File: src/rtl/ymat_row_arbiter_if.sv
// Bundle of requester, SRAM and response signals for the Y-matrix row arbiter.
interface ymat_row_arbiter_if #(
  parameter int ELEM_W = 16
);
  logic                  r0_req;
  logic [15:0]           r0_idx;
  logic                  r0_gnt;
  logic                  r1_req;
  logic [15:0]           r1_idx;
  logic                  r1_gnt;
  logic                  inv;
  logic                  sram_rd_en;
  logic [10:0]           sram_addr;
  logic [16*ELEM_W-1:0]  sram_rdata;
  logic                  rsp_valid;
  logic                  rsp_id;
  logic [ELEM_W-1:0]     rsp_data;
  logic                  rsp_err;
  logic                  busy;

  modport master (
    output r0_req, r0_idx, r1_req, r1_idx, inv, sram_rdata,
    input  r0_gnt, r1_gnt, sram_rd_en, sram_addr, rsp_valid, rsp_id, rsp_data, rsp_err, busy
  );

  modport slave (
    input  r0_req, r0_idx, r1_req, r1_idx, inv, sram_rdata,
    output r0_gnt, r1_gnt, sram_rd_en, sram_addr, rsp_valid, rsp_id, rsp_data, rsp_err, busy
  );
endinterface

File: src/rtl/ymat_row_arbiter.sv
// Round-robin arbiter sharing the Y-matrix SRAM read port between two requesters.
// Optional YMR_LINE_CACHE_EN enables the one-line buffer hit path.
module ymat_row_arbiter #(
  parameter int ELEM_W = 16,
  parameter int RD_LAT = 1
) (
  input  logic               clock,
  input  logic               reset,
  ymat_row_arbiter_if.slave  bus
);
  typedef enum logic [2:0] {
    IDLE = 3'd0,
    HIT  = 3'd1,
    ERR  = 3'd2,
    RD   = 3'd3,
    WAIT = 3'd4,
    FILL = 3'd5
  } state_t;

  localparam logic [1:0] LAT_M1 = 2'(RD_LAT - 1);

  function automatic logic [ELEM_W-1:0] sel_elem(input logic [16*ELEM_W-1:0] line,
                                                 input logic [3:0] k);
    logic [ELEM_W-1:0] e;
    e = '0;
    for (int i = 0; i < 16; i++) begin
      if (k == 4'(i)) e = line[i*ELEM_W +: ELEM_W];
    end
    return e;
  endfunction

  state_t                state_r, state_nxt;
  logic [15:0]           idx_r, idx_nxt;
  logic                  id_r, id_nxt;
  logic                  last_r, last_nxt;
  logic                  busy_r, busy_nxt;
  logic                  gnt0_r, gnt0_nxt;
  logic                  gnt1_r, gnt1_nxt;
  logic                  rd_en_r, rd_en_nxt;
  logic [10:0]           addr_r, addr_nxt;
  logic [1:0]            cnt_r, cnt_nxt;
  logic                  rsp_valid_r, rsp_valid_nxt;
  logic                  rsp_id_r, rsp_id_nxt;
  logic [ELEM_W-1:0]     rsp_data_r, rsp_data_nxt;
  logic                  rsp_err_r, rsp_err_nxt;
  logic [16*ELEM_W-1:0]  line_r, line_nxt;
  logic                  win_s;
  logic                  hit_s;
  logic [10:0]           line_s;
  logic [3:0]            k_s;

  assign line_s = idx_r[14:4];
  assign k_s    = idx_r[3:0];

`ifdef YMR_LINE_CACHE_EN
  logic                  valid_r, valid_nxt;
  logic [10:0]           tag_r, tag_nxt;
  logic                  inv_seen_r, inv_seen_nxt;
  assign hit_s = valid_r && (tag_r == line_s) && !bus.inv;
`else
  logic                  unused_inv;
  assign unused_inv = bus.inv;
  assign hit_s      = 1'b0;
`endif

  // Round-robin winner: on a tie the requester not served last wins.
  always_comb begin
    if (bus.r0_req && bus.r1_req) begin
      win_s = ~last_r;
    end else if (bus.r1_req) begin
      win_s = 1'b1;
    end else begin
      win_s = 1'b0;
    end
  end

  // Next-state and next-output logic.
  always_comb begin
    state_nxt     = state_r;
    idx_nxt       = idx_r;
    id_nxt        = id_r;
    last_nxt      = last_r;
    busy_nxt      = busy_r;
    gnt0_nxt      = 1'b0;
    gnt1_nxt      = 1'b0;
    rd_en_nxt     = 1'b0;
    addr_nxt      = addr_r;
    cnt_nxt       = cnt_r;
    rsp_valid_nxt = 1'b0;
    rsp_id_nxt    = rsp_id_r;
    rsp_data_nxt  = rsp_data_r;
    rsp_err_nxt   = rsp_err_r;
    line_nxt      = line_r;
`ifdef YMR_LINE_CACHE_EN
    valid_nxt     = valid_r & ~bus.inv;
    tag_nxt       = tag_r;
    inv_seen_nxt  = inv_seen_r | (bus.inv & ((state_r == RD) | (state_r == WAIT)));
`endif
    case (state_r)
      IDLE: begin
        if (busy_r) begin
`ifdef YMR_LINE_CACHE_EN
          inv_seen_nxt = 1'b0;
`endif
          if (idx_r[15]) begin
            state_nxt     = ERR;
            busy_nxt      = 1'b0;
            rsp_valid_nxt = 1'b1;
            rsp_id_nxt    = id_r;
            rsp_err_nxt   = 1'b1;
            rsp_data_nxt  = '0;
          end else if (hit_s) begin
            state_nxt     = HIT;
            busy_nxt      = 1'b0;
            rsp_valid_nxt = 1'b1;
            rsp_id_nxt    = id_r;
            rsp_err_nxt   = 1'b0;
            rsp_data_nxt  = sel_elem(line_r, k_s);
          end else begin
            state_nxt = RD;
            rd_en_nxt = 1'b1;
            addr_nxt  = line_s;
          end
        end else begin
          state_nxt = IDLE;
        end
      end
      RD: begin
        state_nxt = WAIT;
        cnt_nxt   = LAT_M1;
      end
      WAIT: begin
        if (cnt_r == 2'd0) begin
          state_nxt     = FILL;
          busy_nxt      = 1'b0;
          line_nxt      = bus.sram_rdata;
          rsp_valid_nxt = 1'b1;
          rsp_id_nxt    = id_r;
          rsp_err_nxt   = 1'b0;
          rsp_data_nxt  = sel_elem(bus.sram_rdata, k_s);
`ifdef YMR_LINE_CACHE_EN
          // An invalidate seen while the read was in flight leaves the line unusable.
          valid_nxt    = ~(inv_seen_r | bus.inv);
          tag_nxt      = line_s;
          inv_seen_nxt = 1'b0;
`endif
        end else begin
          cnt_nxt = cnt_r - 2'd1;
        end
      end
      HIT, ERR, FILL: state_nxt = IDLE;
      default:        state_nxt = IDLE;
    endcase
    if (!busy_r && (bus.r0_req || bus.r1_req)) begin
      gnt0_nxt  = ~win_s;
      gnt1_nxt  = win_s;
      last_nxt  = win_s;
      id_nxt    = win_s;
      busy_nxt  = 1'b1;
      idx_nxt   = win_s ? bus.r1_idx : bus.r0_idx;
      state_nxt = IDLE;
    end else begin
      last_nxt = last_r;
    end
  end

  // State and registered outputs.
  always_ff @(posedge clock or negedge reset) begin
    if (!reset) begin
      state_r     <= IDLE;
      idx_r       <= 16'd0;
      id_r        <= 1'b0;
      last_r      <= 1'b1;
      busy_r      <= 1'b0;
      gnt0_r      <= 1'b0;
      gnt1_r      <= 1'b0;
      rd_en_r     <= 1'b0;
      addr_r      <= 11'd0;
      cnt_r       <= 2'd0;
      rsp_valid_r <= 1'b0;
      rsp_id_r    <= 1'b0;
      rsp_data_r  <= '0;
      rsp_err_r   <= 1'b0;
      line_r      <= '0;
`ifdef YMR_LINE_CACHE_EN
      valid_r     <= 1'b0;
      tag_r       <= 11'd0;
      inv_seen_r  <= 1'b0;
`endif
    end else begin
      state_r     <= state_nxt;
      idx_r       <= idx_nxt;
      id_r        <= id_nxt;
      last_r      <= last_nxt;
      busy_r      <= busy_nxt;
      gnt0_r      <= gnt0_nxt;
      gnt1_r      <= gnt1_nxt;
      rd_en_r     <= rd_en_nxt;
      addr_r      <= addr_nxt;
      cnt_r       <= cnt_nxt;
      rsp_valid_r <= rsp_valid_nxt;
      rsp_id_r    <= rsp_id_nxt;
      rsp_data_r  <= rsp_data_nxt;
      rsp_err_r   <= rsp_err_nxt;
      line_r      <= line_nxt;
`ifdef YMR_LINE_CACHE_EN
      valid_r     <= valid_nxt;
      tag_r       <= tag_nxt;
      inv_seen_r  <= inv_seen_nxt;
`endif
    end
  end

  assign bus.r0_gnt     = gnt0_r;
  assign bus.r1_gnt     = gnt1_r;
  assign bus.sram_rd_en = rd_en_r;
  assign bus.sram_addr  = addr_r;
  assign bus.rsp_valid  = rsp_valid_r;
  assign bus.rsp_id     = rsp_id_r;
  assign bus.rsp_data   = rsp_data_r;
  assign bus.rsp_err    = rsp_err_r;
  assign bus.busy       = busy_r;
endmodule

File: src/flat_wrapper.sv
// flat-port wrapper written by rule: the top's interface ports become plain ports
module ymat_row_arbiter_flat 
#(
  parameter int ELEM_W = 16,
  parameter int RD_LAT = 1
)
  (clock, reset, bus_r0_req, bus_r0_idx, bus_r1_req, bus_r1_idx, bus_inv, bus_sram_rdata, bus_r0_gnt, bus_r1_gnt, bus_sram_rd_en, bus_sram_addr, bus_rsp_valid, bus_rsp_id, bus_rsp_data, bus_rsp_err, bus_busy);
  ymat_row_arbiter_if #(.ELEM_W(ELEM_W)) bus_i ();
  input  logic clock;
  input  logic reset;
  input wire logic [$bits(bus_i.r0_req)-1:0] bus_r0_req;
  input wire logic [$bits(bus_i.r0_idx)-1:0] bus_r0_idx;
  input wire logic [$bits(bus_i.r1_req)-1:0] bus_r1_req;
  input wire logic [$bits(bus_i.r1_idx)-1:0] bus_r1_idx;
  input wire logic [$bits(bus_i.inv)-1:0] bus_inv;
  input wire logic [$bits(bus_i.sram_rdata)-1:0] bus_sram_rdata;
  output wire logic [$bits(bus_i.r0_gnt)-1:0] bus_r0_gnt;
  output wire logic [$bits(bus_i.r1_gnt)-1:0] bus_r1_gnt;
  output wire logic [$bits(bus_i.sram_rd_en)-1:0] bus_sram_rd_en;
  output wire logic [$bits(bus_i.sram_addr)-1:0] bus_sram_addr;
  output wire logic [$bits(bus_i.rsp_valid)-1:0] bus_rsp_valid;
  output wire logic [$bits(bus_i.rsp_id)-1:0] bus_rsp_id;
  output wire logic [$bits(bus_i.rsp_data)-1:0] bus_rsp_data;
  output wire logic [$bits(bus_i.rsp_err)-1:0] bus_rsp_err;
  output wire logic [$bits(bus_i.busy)-1:0] bus_busy;
  assign bus_i.r0_req = bus_r0_req;
  assign bus_i.r0_idx = bus_r0_idx;
  assign bus_i.r1_req = bus_r1_req;
  assign bus_i.r1_idx = bus_r1_idx;
  assign bus_i.inv = bus_inv;
  assign bus_i.sram_rdata = bus_sram_rdata;
  assign bus_r0_gnt = bus_i.r0_gnt;
  assign bus_r1_gnt = bus_i.r1_gnt;
  assign bus_sram_rd_en = bus_i.sram_rd_en;
  assign bus_sram_addr = bus_i.sram_addr;
  assign bus_rsp_valid = bus_i.rsp_valid;
  assign bus_rsp_id = bus_i.rsp_id;
  assign bus_rsp_data = bus_i.rsp_data;
  assign bus_rsp_err = bus_i.rsp_err;
  assign bus_busy = bus_i.busy;
  ymat_row_arbiter #(.ELEM_W(ELEM_W), .RD_LAT(RD_LAT)) u_core (.clock(clock), .reset(reset), .bus(bus_i));
endmodule
File: config.mk
export PLATFORM = sky130hd
export DESIGN_NAME = ymat_row_arbiter_flat
export DESIGN_NICKNAME = d
export VERILOG_FILES = /design/src/rtl/ymat_row_arbiter_if.sv /design/src/rtl/ymat_row_arbiter.sv /design/src/flat_wrapper.sv
export SDC_FILE = /design/constraint.sdc
export NUM_CORES = 1
export LEC_CHECK = 0
export ABC_AREA = 1
export ABC_CLOCK_PERIOD_IN_PS = 2520
export CORE_AREA = 2 2 127 129
export DETAILED_ROUTE_END_ITERATION = 12
export DIE_AREA = 0 0 129 131
export PLACE_DENSITY = 0.81
export SETUP_SLACK_MARGIN = 0.5
export SLEW_MARGIN = 30
export SYNTH_ARGS = -nofsm -noshare
export SYNTH_HDL_FRONTEND = slang
export SYNTH_SLANG_ARGS = --single-unit
File: constraint.sdc
create_clock -name clock -period 2.52 [get_ports clock]
set_input_delay 0.378 -clock clock [delete_from_list [all_inputs] [get_ports clock]]
set_output_delay 0.378 -clock clock [all_outputs]
set_load 0.03 [all_outputs]
==> qor.txt <==
Setup crit start = u_core.idx_r[1]
Placed cell count = 1314
Largest area contributor in the netlist = dfrtp_1
Slew HR = 48.1%
Fin crit period = 2.15 ns
Cts bufs inserted = 9
Seq/Total Area, Yosys = 31.2%
Slew @ Worst Pin = 0.778 ns
Finished Layout Cells = 1351
CP Launch Type = flip-flop
Antenna violations before repair = 7
Skew final = 0.00707 ns
Synth Warn # = 0
DRT Wirelength = 23300 µm
CTS root buf = clkbuf_16
Avg Cell Area, Syn = 5.87 µm²
Clock Pin Slew Worst Setup and Hold Paths = 0.05 ns
Antenna violation net count after detailed routing = 0
Register-to-Register Path Depth = 13
Simple-Gate Fraction of Synth Area = 54.5%
Post-Synth XOR/XNOR Area = 0%
Largest family of logic cells by synthesized area = simple AND/OR/NAND/NOR gates
Vias in the first global route = 6233
Post-synth cell types = 29
Clock latency at the later pin of the worst-skew pair = 0.33 ns
H-tree level count = 3
# DRC = 0
Grt ovf = 0
Area grow syn2layout = 91.3%
Max-slew violations = 0
Die area = 16900 µm²
Compound-Gate Fraction of Synth Area = 4.90%
I/O Pins = 327
Overall routing resource usage = 26.5%
Flop pwr share = 19.4%
R2r endpoint = u_core.bus.rsp_data[15]
Initial Utilization = 29.3%
Core area = 15600 µm²
Fmax = 465 MHz
Critical Path Fanout Max = 12
Vias/cell = 4.71
Hold buffer count at cts = 0
First DRT Iteration DRCs = 257
Drt pass-1 iters = 4
Top post-synthesis cells by count = nand2_1, nor2_1, inv_1
CTS tree = yes
Power after layout = 8.35 mW
Mux cell area share after synthesis = 0%
Worst reg2reg setup slack = 0.37 ns
Period utilization = 85.3%
Int Power = 4.29 mW
Comb pwr share = 66.3%
R2r startpoint = u_core.idx_r[1]
Post-DP HPWL = 18500 µm
Async set or reset register ratio after synthesis = 100%
Fin util = 56.1%
Row Count = 46
Final setup fails = 0
Drt wl/cell = 17.3 µm
Largest net degree at the start of global routing = 42
Synth Net Count = 1072
Adder-cell share of the synthesized area = 0.274%
Hold Vio Cnt, Final = 0
Die height = 131 µm
Max capacitance violation total = 0
Die width = 129 µm
Nets = 1420
Routability cong. = 0.933
Leak Pwr = 3.92 nW
Net Sw Frac = 48.7%
Worst setup endpoint = u_core.bus.rsp_data[15]
Syn Inst Count = 778
Via count = 6365
Crit path kind = reg -> reg
Outcome = finished clean
Setup_tns = 0 ns
Sw power = 4.06 mW
Worst min path class = in -> async
Crit path required time = 2.73 ns
Worst setup EP type = flip-flop
Clock group share of total power = 14.3%
Share of layout cells above drive strength 1 = 11.8%
CTS max path bufs = 2
Main area contributors after synthesis = dfrtp_1, nand2_1, nand3_1
Clock sink total = 57
Peak VDD IR = 0.748 mV
Power per Cell Area = 955 nW/µm²
EDFF count, synth = 0
RSZ-0062 raised after global routing = yes
Post-synth top area share = 30.7%
Mapped cell area = 4570 µm²
Port bufs = 325
Critical Path AT = 2.36 ns
Primary FF master, synth = dfrtp_1
First-pass GRT wire length = 33500 µm
Synth Register Bits = 57
Most common cell in the netlist = nand2_1
-- through the flow --
| step | hold slack, ns | setup WS (ns) | instance area, µm² |
|---|---|---|---|
| floorplan | 0.0824 | 0.737 | 4570 |
| global placement | 0.447 | 0.247 | 8140 |
| detailed placement | 0.466 | 0.187 | 8150 |
| CTS | 0.223 | 0.394 | 8660 |
| global route | 0.0823 | 0.249 | 8740 |
| finish | 0.0344 | 0.370 | 8740 |
-- worst max-delay path: stages (launching register included) --
cell,delay (ns)
dfrtp_2,0.47
inv_4,0.11
nor2_4,0.06
buf_4,0.17
nand2_8,0.11
nand3_1,0.14
nand2_1,0.08
nand4_1,0.18
nor3_2,0.17
nand4_1,0.11
nor2_1,0.11
nand4_1,0.18
nand2_1,0.10
nand2_1,0.05
-- cell families (layout without fill, tap and decap cells) --
group	count (synthesis)	count (layout)
adder cells (fa/ha/maj)	1	1
AND/OR/NAND/NOR	575	577
flip-flops	57	57
AO/OA/AOI/OAI	40	40
buffers and inverters	105	456
other	0	4
-- power groups by stage --
stage | clock (mW) | combinational, mW | sequential (mW)
2_1_floorplan | 0 | 2.44 | 2.02
3_3_place_gp | 0 | 5.02 | 1.57
3_5_place_dp | 0 | 5.11 | 1.58
4_1_cts | 1.21 | 5.49 | 1.62
5_1_grt | 1.25 | 6.08 | 1.66
6_report | 1.19 | 5.54 | 1.62
-- layer usage --
layer	vias to the layer above	track usage (%)	wire (µm)
met3	64	11.0	2370
met2	265	47.2	11500
met1	2873	27.5	8540
li1	3157	-	-
met5	-	0	45
met4	6	11.4	873
-- layout by cell type, fill, tap and decap left out, types with 5 or more instances in the layout --
cell type and count:
nand2_1 331, clkbuf_16 9, o211ai_1 7, or2_2 23
nor2_1 60, nand3_1 50, nand2_2 15, nand4_1 40
buf_4 37, dfrtp_1 54, nor3_1 16, nor2_4 8
clkdlybuf4s50_1 324, a21oi_1 25, inv_1 63, nor2_2 9
nor3_2 6, o21ai_0 5, inv_2 5, or2_0 9
-- worst min path at each step --
stage | from | end | slack (ns) | cells after the start
after floorplan | reset | u_core.bus.busy | 0.08 | 0
after global placement | u_core.idx_r[14] | u_core.bus.sram_addr[10] | 0.45 | 2
after detailed placement | u_core.bus.rsp_data[6] | u_core.bus.rsp_data[6] | 0.47 | 2
after CTS | reset | u_core.bus.rsp_data[13] | 0.22 | 1
after global routing | reset | u_core.idx_r[9] | 0.08 | 1
final | reset | u_core.bus.r1_gnt | 0.03 | 1
-- flip-flops by register name (all words and copies together) (netlist names), 2 cells and up --
signal                cells
u_core.bus.rsp_data      16
u_core.cnt_r              2
u_core.idx_r             16
u_core.state_r            3
u_core.bus.sram_addr     11
-- layout make-up --
type / count / area [µm²]
repair buffers: 364 / 3560
well taps: 216 / 270
inverters: 76 / 294
clock buffers: 13 / 250
clock inverters: 3 / 40.0
fillers: 1446 / 6850
diodes: 4 / 10.0
flip-flops and latches: 57 / 1430
multi-input cells: 618 / 2890
-- repair_timing --
| action | 4_1_cts | 5_1_grt |
|---|---|---|
| resized for setup | 45 | 13 |
| gates cloned | 2 | 0 |
| pin swaps | 20 | 17 |
| setup endpoints to repair | 17 | 16 |
| buffers inserted | 11 | 4 |
Power figures use the tool's default switching activity.
